==> src/rtl/axil_reg_responder.sv <==
// AXI4-Lite slave register file: fixed-latency write/read responses, flat register bus, per-register write pulses.
// Optional macro AXIL_SLV_DECERR_EN: addresses outside the BASE_ADDR window answer SLVERR instead of aliasing.
module axil_reg_responder #(
  parameter int unsigned NUM_REGS  = 16,
  parameter logic [31:0] BASE_ADDR = 32'h0000_1000,
  parameter logic [31:0] ID_VALUE  = 32'hA5A5_0001
) (
  input  logic                     clk,
  input  logic                     rst_n,
  input  logic [31:0]              s_axi_awaddr,
  input  logic                     s_axi_awvalid,
  output logic                     s_axi_awready,
  input  logic [31:0]              s_axi_wdata,
  input  logic [3:0]               s_axi_wstrb,
  input  logic                     s_axi_wvalid,
  output logic                     s_axi_wready,
  output logic [1:0]               s_axi_bresp,
  output logic                     s_axi_bvalid,
  input  logic                     s_axi_bready,
  input  logic [31:0]              s_axi_araddr,
  input  logic                     s_axi_arvalid,
  output logic                     s_axi_arready,
  output logic [31:0]              s_axi_rdata,
  output logic [1:0]               s_axi_rresp,
  output logic                     s_axi_rvalid,
  input  logic                     s_axi_rready,
  output logic [NUM_REGS*32-1:0]   reg_q,
  output logic [NUM_REGS-1:0]      wr_pulse
);

  localparam int unsigned IDX_W       = $clog2(NUM_REGS);
  localparam logic [1:0]  RESP_OKAY   = 2'b00;
  localparam logic [1:0]  RESP_SLVERR = 2'b10;

  typedef enum logic [1:0] {
    W_IDLE   = 2'd0,
    W_COMMIT = 2'd1,
    W_RESP   = 2'd2
  } w_state_t;

  typedef enum logic {
    R_IDLE = 1'b0,
    R_RESP = 1'b1
  } r_state_t;

  w_state_t              w_state_r, w_state_nx;
  r_state_t              r_state_r, r_state_nx;
  logic [31:0]           regs_r [NUM_REGS];

  logic                  aw_done_r, aw_done_nx, w_done_r, w_done_nx;
  logic                  awready_r, awready_nx, wready_r, wready_nx;
  logic                  bvalid_r, bvalid_nx;
  logic [1:0]            bresp_r, bresp_nx;
  logic [NUM_REGS-1:0]   wr_pulse_r, wr_pulse_nx;
  logic [IDX_W-1:0]      aw_idx_r;
  logic                  aw_ok_r;
  logic [31:0]           wdata_r;
  logic [3:0]            wstrb_r;

  logic                  arready_r, arready_nx, rvalid_r, rvalid_nx;
  logic [31:0]           rdata_r, rdata_nx;
  logic [1:0]            rresp_r, rresp_nx;

  logic                  aw_hs_s, w_hs_s, ar_hs_s;
  logic [IDX_W-1:0]      aw_in_idx_s, aw_eff_idx_s, ar_idx_s;
  logic                  aw_in_ok_s, aw_eff_ok_s, ar_ok_s;
  logic                  unused_s;

  assign aw_hs_s     = awready_r & s_axi_awvalid;
  assign w_hs_s      = wready_r & s_axi_wvalid;
  assign ar_hs_s     = arready_r & s_axi_arvalid;
  assign aw_in_idx_s = s_axi_awaddr[2 +: IDX_W];
  assign ar_idx_s    = s_axi_araddr[2 +: IDX_W];

`ifdef AXIL_SLV_DECERR_EN
  assign aw_in_ok_s = (s_axi_awaddr[31:2+IDX_W] == BASE_ADDR[31:2+IDX_W]);
  assign ar_ok_s    = (s_axi_araddr[31:2+IDX_W] == BASE_ADDR[31:2+IDX_W]);
`else
  assign aw_in_ok_s = 1'b1;
  assign ar_ok_s    = 1'b1;
`endif

  // Byte-lane bits and (by default) the upper address bits carry no meaning.
  assign unused_s = ^{s_axi_awaddr, s_axi_araddr, BASE_ADDR};

  // The address of the commit being entered may arrive in the same cycle as the decision.
  assign aw_eff_idx_s = aw_done_r ? aw_idx_r : aw_in_idx_s;
  assign aw_eff_ok_s  = aw_done_r ? aw_ok_r : aw_in_ok_s;

  // Write FSM next-state and next registered outputs.
  always_comb begin
    w_state_nx  = w_state_r;
    aw_done_nx  = aw_done_r;
    w_done_nx   = w_done_r;
    awready_nx  = 1'b0;
    wready_nx   = 1'b0;
    bvalid_nx   = bvalid_r;
    bresp_nx    = bresp_r;
    wr_pulse_nx = {NUM_REGS{1'b0}};
    case (w_state_r)
      W_IDLE: begin
        if (aw_hs_s) aw_done_nx = 1'b1;
        else         aw_done_nx = aw_done_r;
        if (w_hs_s)  w_done_nx = 1'b1;
        else         w_done_nx = w_done_r;
        if (aw_done_nx && w_done_nx) begin
          w_state_nx = W_COMMIT;
          aw_done_nx = 1'b0;
          w_done_nx  = 1'b0;
          if (aw_eff_ok_s && (aw_eff_idx_s != {IDX_W{1'b0}})) wr_pulse_nx[aw_eff_idx_s] = 1'b1;
          else                                                wr_pulse_nx = {NUM_REGS{1'b0}};
        end else begin
          awready_nx = ~aw_done_nx;
          wready_nx  = ~w_done_nx;
        end
      end
      W_COMMIT: begin
        w_state_nx = W_RESP;
        bvalid_nx  = 1'b1;
        bresp_nx   = aw_ok_r ? RESP_OKAY : RESP_SLVERR;
      end
      W_RESP: begin
        if (s_axi_bready) begin
          w_state_nx = W_IDLE;
          bvalid_nx  = 1'b0;
          awready_nx = 1'b1;
          wready_nx  = 1'b1;
        end else begin
          w_state_nx = W_RESP;
        end
      end
      default: begin
        w_state_nx = W_IDLE;
        bvalid_nx  = 1'b0;
      end
    endcase
  end

  // Write FSM state and handshake outputs.
  always_ff @(posedge clk or negedge rst_n) begin
    if (!rst_n) begin
      w_state_r  <= W_IDLE;
      aw_done_r  <= 1'b0;
      w_done_r   <= 1'b0;
      awready_r  <= 1'b0;
      wready_r   <= 1'b0;
      bvalid_r   <= 1'b0;
      bresp_r    <= 2'b00;
      wr_pulse_r <= {NUM_REGS{1'b0}};
    end else begin
      w_state_r  <= w_state_nx;
      aw_done_r  <= aw_done_nx;
      w_done_r   <= w_done_nx;
      awready_r  <= awready_nx;
      wready_r   <= wready_nx;
      bvalid_r   <= bvalid_nx;
      bresp_r    <= bresp_nx;
      wr_pulse_r <= wr_pulse_nx;
    end
  end

  // Captured AW and W payloads.
  always_ff @(posedge clk or negedge rst_n) begin
    if (!rst_n) begin
      aw_idx_r <= {IDX_W{1'b0}};
      aw_ok_r  <= 1'b0;
      wdata_r  <= 32'h0000_0000;
      wstrb_r  <= 4'h0;
    end else begin
      if (aw_hs_s) begin
        aw_idx_r <= aw_in_idx_s;
        aw_ok_r  <= aw_in_ok_s;
      end
      if (w_hs_s) begin
        wdata_r <= s_axi_wdata;
        wstrb_r <= s_axi_wstrb;
      end
    end
  end

  // Register file; register 0 is a read-only identifier.
  always_ff @(posedge clk or negedge rst_n) begin
    if (!rst_n) begin
      for (int i = 0; i < NUM_REGS; i++) begin
        regs_r[i] <= (i == 0) ? ID_VALUE : 32'h0000_0000;
      end
    end else if ((w_state_r == W_COMMIT) && aw_ok_r && (aw_idx_r != {IDX_W{1'b0}})) begin
      for (int b = 0; b < 4; b++) begin
        if (wstrb_r[b]) regs_r[aw_idx_r][8*b +: 8] <= wdata_r[8*b +: 8];
      end
    end
  end

  // Read FSM next-state; rdata samples the register file before the handshake edge.
  always_comb begin
    r_state_nx = r_state_r;
    arready_nx = arready_r;
    rvalid_nx  = rvalid_r;
    rdata_nx   = rdata_r;
    rresp_nx   = rresp_r;
    case (r_state_r)
      R_IDLE: begin
        if (ar_hs_s) begin
          r_state_nx = R_RESP;
          arready_nx = 1'b0;
          rvalid_nx  = 1'b1;
          rdata_nx   = ar_ok_s ? regs_r[ar_idx_s] : 32'h0000_0000;
          rresp_nx   = ar_ok_s ? RESP_OKAY : RESP_SLVERR;
        end else begin
          arready_nx = 1'b1;
        end
      end
      R_RESP: begin
        if (s_axi_rready) begin
          r_state_nx = R_IDLE;
          arready_nx = 1'b1;
          rvalid_nx  = 1'b0;
        end else begin
          r_state_nx = R_RESP;
        end
      end
      default: begin
        r_state_nx = R_IDLE;
        rvalid_nx  = 1'b0;
      end
    endcase
  end

  // Read FSM state and response outputs.
  always_ff @(posedge clk or negedge rst_n) begin
    if (!rst_n) begin
      r_state_r <= R_IDLE;
      arready_r <= 1'b0;
      rvalid_r  <= 1'b0;
      rdata_r   <= 32'h0000_0000;
      rresp_r   <= 2'b00;
    end else begin
      r_state_r <= r_state_nx;
      arready_r <= arready_nx;
      rvalid_r  <= rvalid_nx;
      rdata_r   <= rdata_nx;
      rresp_r   <= rresp_nx;
    end
  end

  for (genvar g = 0; g < NUM_REGS; g++) begin : g_reg_q
    assign reg_q[32*g +: 32] = regs_r[g];
  end

  assign s_axi_awready = awready_r;
  assign s_axi_wready  = wready_r;
  assign s_axi_bvalid  = bvalid_r;
  assign s_axi_bresp   = bresp_r;
  assign s_axi_arready = arready_r;
  assign s_axi_rvalid  = rvalid_r;
  assign s_axi_rdata   = rdata_r;
  assign s_axi_rresp   = rresp_r;
  assign wr_pulse      = wr_pulse_r;

endmodule

==> config.mk <==
export PLATFORM = sky130hd
export DESIGN_NAME = axil_reg_responder
export DESIGN_NICKNAME = d
export VERILOG_FILES = /design/src/rtl/axil_reg_responder.sv
export SDC_FILE = /design/constraint.sdc
export NUM_CORES = 1
export LEC_CHECK = 0
export ABC_AREA = 1
export CAP_MARGIN = 20
export CORE_AREA = 5 5 259 261
export CTS_CLUSTER_DIAMETER = 80
export DETAILED_ROUTE_END_ITERATION = 10
export DIE_AREA = 0 0 264 266
export HOLD_SLACK_MARGIN = 0.05
export PLACE_DENSITY = 0.82
export SLEW_MARGIN = 20
export SYNTH_ARGS = -nofsm -noshare
export SYNTH_HDL_FRONTEND = slang
export SYNTH_SLANG_ARGS = --single-unit
==> constraint.sdc <==
create_clock -name clk -period 4.4 [get_ports clk]
set_input_delay 0.44 -clock clk [delete_from_list [all_inputs] [get_ports clk]]
set_output_delay 0.44 -clock clk [all_outputs]
set_load 0.005 [all_outputs]
=== Yosys cells after proc, flatten, opt, wreduce, memory -nomap -nowiden ===
Index checks and enable logic that the tools add are counted.

* Logic and storage cells: 119
* Output and inout bits: 569
* Register bits: 613

* Mux-type cells: 55
* Equality and inequality tests: 6
* Bitwise gates (word level): 9
* Order comparisons: 5
* Reductions and logical operators: 12

{| class="wikitable"
|+ Operator list
! cell !! count
|-
| $mux 512 || 7
|-
| $bwmux 512 || 4
|-
| $demux 32 s4 || 4
|-
| $bmux 32 s4 || 1
|-
| $mux 32 || 3
|-
| $mux 16 || 4
|-
| $mux 24 || 1
|-
| $mux 1 || 18
|-
| $ge 5x5->1 const B || 2
|-
| $not 4->5 || 2
|-
| $pmux 1 s2 || 5
|-
| $mux 8 || 1
|-
| $ne 2x2->1 const B || 4
|-
| $reduce_bool 4->1 || 2
|-
| $logic_and 1x1->1 || 6
|-
| $mux 2 || 3
|-
| $pmux 2 s3 || 1
|-
| $reduce_and 2->1 || 3
|-
| $lt 4x5->1 const B || 1
|-
| $lt 5x1->1 const B || 1
|-
| $demux 1 s4 || 1
|-
| $ge 4x1->1 const B || 1
|-
| $mux 4 || 1
|-
| $not 1->1 || 4
|-
| other kinds (5) || 7
|}

=== Depth between registers and ports, before layout ===
* Word-level depth: 16
* Mapped depth: 12
* Gate-level depth less buffers: 9

=== Least setup slack after synthesis ===
OpenSTA, ideal clock, no wires.

* Path kind: flip-flop to flip-flop
* Start: register aw_idx_r[2]
* End: register regs_r, in the netlist reg_q[125]
* Setup slack: 2.751 ns
* Cell stages (with the launch flop): 8
* Path buffers: 1
* Required time: 4.268 ns
* Period minus slack after synthesis: 1.649 ns
* Data arrival time: 1.516 ns
* Path through: dfrtp_1 nor2_1 inv_2 nor2_1 nand2_4 buf_4 nand2_1 o21ai_1

* Longest elaborated chain between the ends: 13

{| class="wikitable"
|+ RTL lines
! element !! line !! text
|-
| from (decl) || 55 || <nowiki>logic [IDX_W-1:0] aw_idx_r;</nowiki>
|-
| from (signal assigned) || 165 || <nowiki>aw_idx_r <= {IDX_W{1'b0}};</nowiki>
|-
| from (signal assigned) || 171 || <nowiki>aw_idx_r <= aw_in_idx_s;</nowiki>
|-
| $not 4->5 (implied by the code) || 189 || <nowiki>if (wstrb_r[b]) regs_r[aw_idx_r][8*b +: 8] <= wdata_r[8*b +: 8];</nowiki>
|-
| $demux 32 s4 || 189 ||
|-
| $bwmux 512 || 189 ||
|-
| $mux 512 || 189 ||
|-
| $mux 512 || 187 || <nowiki>end else if ((w_state_r == W_COMMIT) && aw_ok_r && (aw_idx_r != {IDX_W{1'b0}})) begin</nowiki>
|-
| $bwmux 512 || 189 ||
|-
| $mux 512 || 189 ||
|-
| $mux 512 || 187 ||
|-
| $bwmux 512 || 189 ||
|-
| $mux 512 || 189 ||
|-
| $mux 512 || 187 ||
|-
| $bwmux 512 || 189 ||
|-
| $mux 512 || 189 ||
|-
| to (signal, indexed assignment) || 185 || <nowiki>regs_r[i] <= (i == 0) ? ID_VALUE : 32'h0000_0000;</nowiki>
|-
| to (signal, indexed assignment) || 189 ||
|-
| to (decl) || 48 || <nowiki>logic [31:0] regs_r [NUM_REGS];</nowiki>
|}

Several ways; a longest one is shown, not always the timed one. The select of a mux whose other input is x is not followed.
A chain may end at the register's enable or synchronous reset.

=== Worst setup path in the final report ===
* Start: register w_state_r[1]
* End: register regs_r, in the netlist reg_q[380]

* Longest elaborated chain between the ends: 3

{| class="wikitable"
|+ RTL lines
! element !! line !! text
|-
| from (decl) || 46 || <nowiki>w_state_t w_state_r, w_state_nx;</nowiki>
|-
| from (signal assigned) || 151 || <nowiki>w_state_r <= w_state_nx;</nowiki>
|-
| $eq 2x1->1 || 187 ||
|-
| $logic_and 1x1->1 (2 in series) || 187 ||
|}

No other way between the ends.

==> flow_summary.json <==
{
  "status": "finished, final reports clean",
  "drtIter0Drc": 3331,
  "maxCapViolations": 0,
  "ys_seq_area_share_pct": 56.5,
  "slew_headroom_pct": 30.9,
  "die_x_um": 264,
  "seq_power_share_pct": 39.2,
  "vias": 26128,
  "finalInstanceArea_mm2": 0.0359,
  "clock_skew_ps": 36.6,
  "cts_tree": "done",
  "initial_core_util_pct": 42.2,
  "drive_above_1_share_pct": 5.72,
  "hold_path.class": "reg -> reg",
  "cp-start-kind": "register",
  "grt_max_degree": 138,
  "die-area_mm2": 0.0702,
  "intPower_w": 0.0141,
  "final_hold_viol_count": 0,
  "critPathRequiredTime_ps": 4900,
  "synth_top_area_share_pct": 55.7,
  "syn2layout_area_growth_pct": 32.3,
  "p_leak_nw": 16.2,
  "track_usage_pct": 29.0,
  "avgRoutedWirePerCell_um": 22.8,
  "synth_top_flop_cell": "dfrtp_1",
  "via_per_inst": 5.60,
  "cts_sinks": 612,
  "yosysMostFrequentCell": "nand2_1",
  "crit_buf_inv": 1,
  "nFillCells": 5545,
  "grt_overflow": 0,
  "dpl_cell_area_mm2": 0.0335,
  "synth_edf_count": 0,
  "first_global_vias": 24690,
  "slowest_stage": "nand2_1",
  "syn_area_per_cell_um2": 8.25,
  "clkTransAtPathRegs_ps": 60,
  "rsz0062_at_grt": "false",
  "ys_types": 24,
  "num_io_pins": 676,
  "ctsLongestPathBuffers": 3,
  "detail-route-antenna-nets": 0,
  "cp_common_cell": "nand2_1",
  "ys_top_cells_by_count": "1344 x nand2_1, 603 x dfrtp_1, 386 x nand3_1",
  "core.rowCount": 93,
  "cts_resized": 0,
  "dieHeight_um": 266,
  "comb_power_share_pct": 34.0,
  "multi_input_area_mm2": 0.0104,
  "syn_area_mm2": 0.0271,
  "routed_wl_um": 106000,
  "post-cts-setup-buffers": 0,
  "netlist_instances": 3284,
  "finalMaxSlewViolations": 0,
  "finalCritPeriodShare_pct": 61.5,
  "max_clock_freq_mhz": 370,
  "peakVddDrop_v": 0.000453,
  "worstSkewPairLatency_ps": 600,
  "yosysWarnings": 0,
  "num-nets-final": 3863,
  "synth_area_leaders": "dfrtp_1 56%, nand2_1 19%, nand3_1 7.1%",
  "worst_slew_pin_slew_ps": 1030,
  "numCtsBuffers": 69,
  "gp_congestion": 0.909,
  "antenna_found_initial": 4,
  "drcViolationCount": 0,
  "p_per_area_mw_per_mm2": 609,
  "coreArea_mm2": 0.0642,
  "grt_pass1_wl_um": 158000,
  "critical_path.max_fanout": 16,
  "cp_data_arrival_time_ps": 3200,
  "cts-htree-levels": 3,
  "swShare_pct": 35.6,
  "root_buffer": "clkbuf_16",
  "clockPowerShare_pct": 26.8,
  "path_delay_family": "simple AND/OR/NAND/NOR gates",
  "portBuffers": 616,
  "criticalPathCategory": "reg -> reg",
  "drtPass1Iterations": 8,
  "register_area_mm2": 0.0153,
  "fin_crit_ps": 2700,
  "max_stage_delay_ps": 610,
  "synth.largest_area_cell": "dfrtp_1",
  "critPathCaptureType": "register",
  "power.switching_w": 0.00777,
  "synthArstFlopShare_pct": 100,
  "hpwl_um": 71600,
  "setup_viol": 0,
  "cp_cell_sequence": "inv_1, nand2_1, nor2_2, o21ai_4, nor2_4, nand2_1, o21ai_0",
  "final.setup.tns_ps": 0,
  "synth_seq_cells": 612
}
-- sequential cells by signal (all words and copies together), names as in the netlist --
signal,flops
aw_done_r,1
aw_idx_r,4
s_axi_rdata,32
w_state_r,2
w_done_r,1
wr_pulse,16
s_axi_wready,1
s_axi_arready,1
reg_q,512
wdata_r,32
s_axi_awready,1
r_state_r,1
s_axi_rvalid,1
wstrb_r,4
s_axi_bvalid,1
aw_ok_r,1
s_axi_bresp,1
-- power groups by stage --
stage	clock (W)	combinational (W)	sequential, W
after floorplan	0	0.00288	0.00837
after global placement	0	0.00718	0.00851
after detailed placement	0	0.00735	0.00856
after CTS	0.00592	0.00742	0.00850
after global routing	0.00616	0.00801	0.00872
final	0.00586	0.00742	0.00855
-- placed cells by master, fill, tap and decap left out, drive strengths merged --
| cell type | n |
|---|---|
| nand2 | 1384 |
| clkdlybuf4s50 | 611 |
| dlygate4sd3 | 1 |
| conb | 4 |
| clkbuf | 107 |
| nor2 | 47 |
| bufinv | 4 |
| nor3 | 4 |
| buf | 36 |
| dfrtp | 603 |
| a21oi | 4 |
| clkinv | 11 |
| o21ai | 528 |
| or2 | 4 |
| diode | 4 |
| dfstp | 9 |
| inv | 66 |
| nand3 | 386 |
-- worst reg2reg max path: stages (launching register included) --
cell	delay (ps)
dfrtp_1	370
inv_1	90
nand2_1	140
nor2_2	230
o21ai_4	190
nor2_4	600
nand2_1	620
o21ai_0	370
-- stage by stage --
step	utilization (%)	instances	hold WS [ps]	total power (W)	worst slack, ps
floorplan	-	3287	144	0.0112	2750
global placement	52.2	4539	366	0.0157	1760
detailed placement	52.2	4539	366	0.0159	1670
CTS	55.8	4664	366	0.0218	1670
global route	55.8	4667	381	0.0229	1460
finish	55.8	4668	375	0.0218	1700
-- cell families after synthesis --
family          after synthesis  share of synthesized area [%]
flops                       612                           56.5
simple gates               1825                           28.5
compound gates              532                           9.86
other cells                   1                         0.0138
buf+inv                     314                           5.10
-- final timing paths --
path / startpoint / end / slack, ps / cells after the start
max in group asynchronous: rst_n / reg_q[393] / 2690 / 3
max reg2reg: w_state_r[1] / reg_q[380] / 1700 / 7
min: reg_q[18] / reg_q[18] / 380 / 0
min in group asynchronous: rst_n / reg_q[400] / 530 / 2
max: w_state_r[1] / reg_q[380] / 1700 / 7
min reg2reg: reg_q[18] / reg_q[18] / 380 / 0
-- repair_timing --
item / 4_1_cts / 5_1_grt
setup endpoints to repair: 0 / 0
hold endpoints to repair: 95 / 0
hold buffers: 1 / 0
-- layout make-up --
cell class,count,area share [%]
Antenna cell,4,0.0279
Clock buffer,107,5.77
Clock inverter,17,0.652
Inverter,64,0.708
Multi-Input combinational cell,2361,29.0
Sequential cell,612,42.7
Tap cell,855,2.98
Timing Repair Buffer,648,18.1
-- layer usage --
metal  up-vias  track usage (%)  part of all wire, %
li1      11601                -                    -
met1     12517             38.5                   39
met2      1713             45.7                   46
met3       297             6.92                   11
met4         0             13.1                  5.2
met5         -                0                    0
Power figures use the tool's default switching activity.
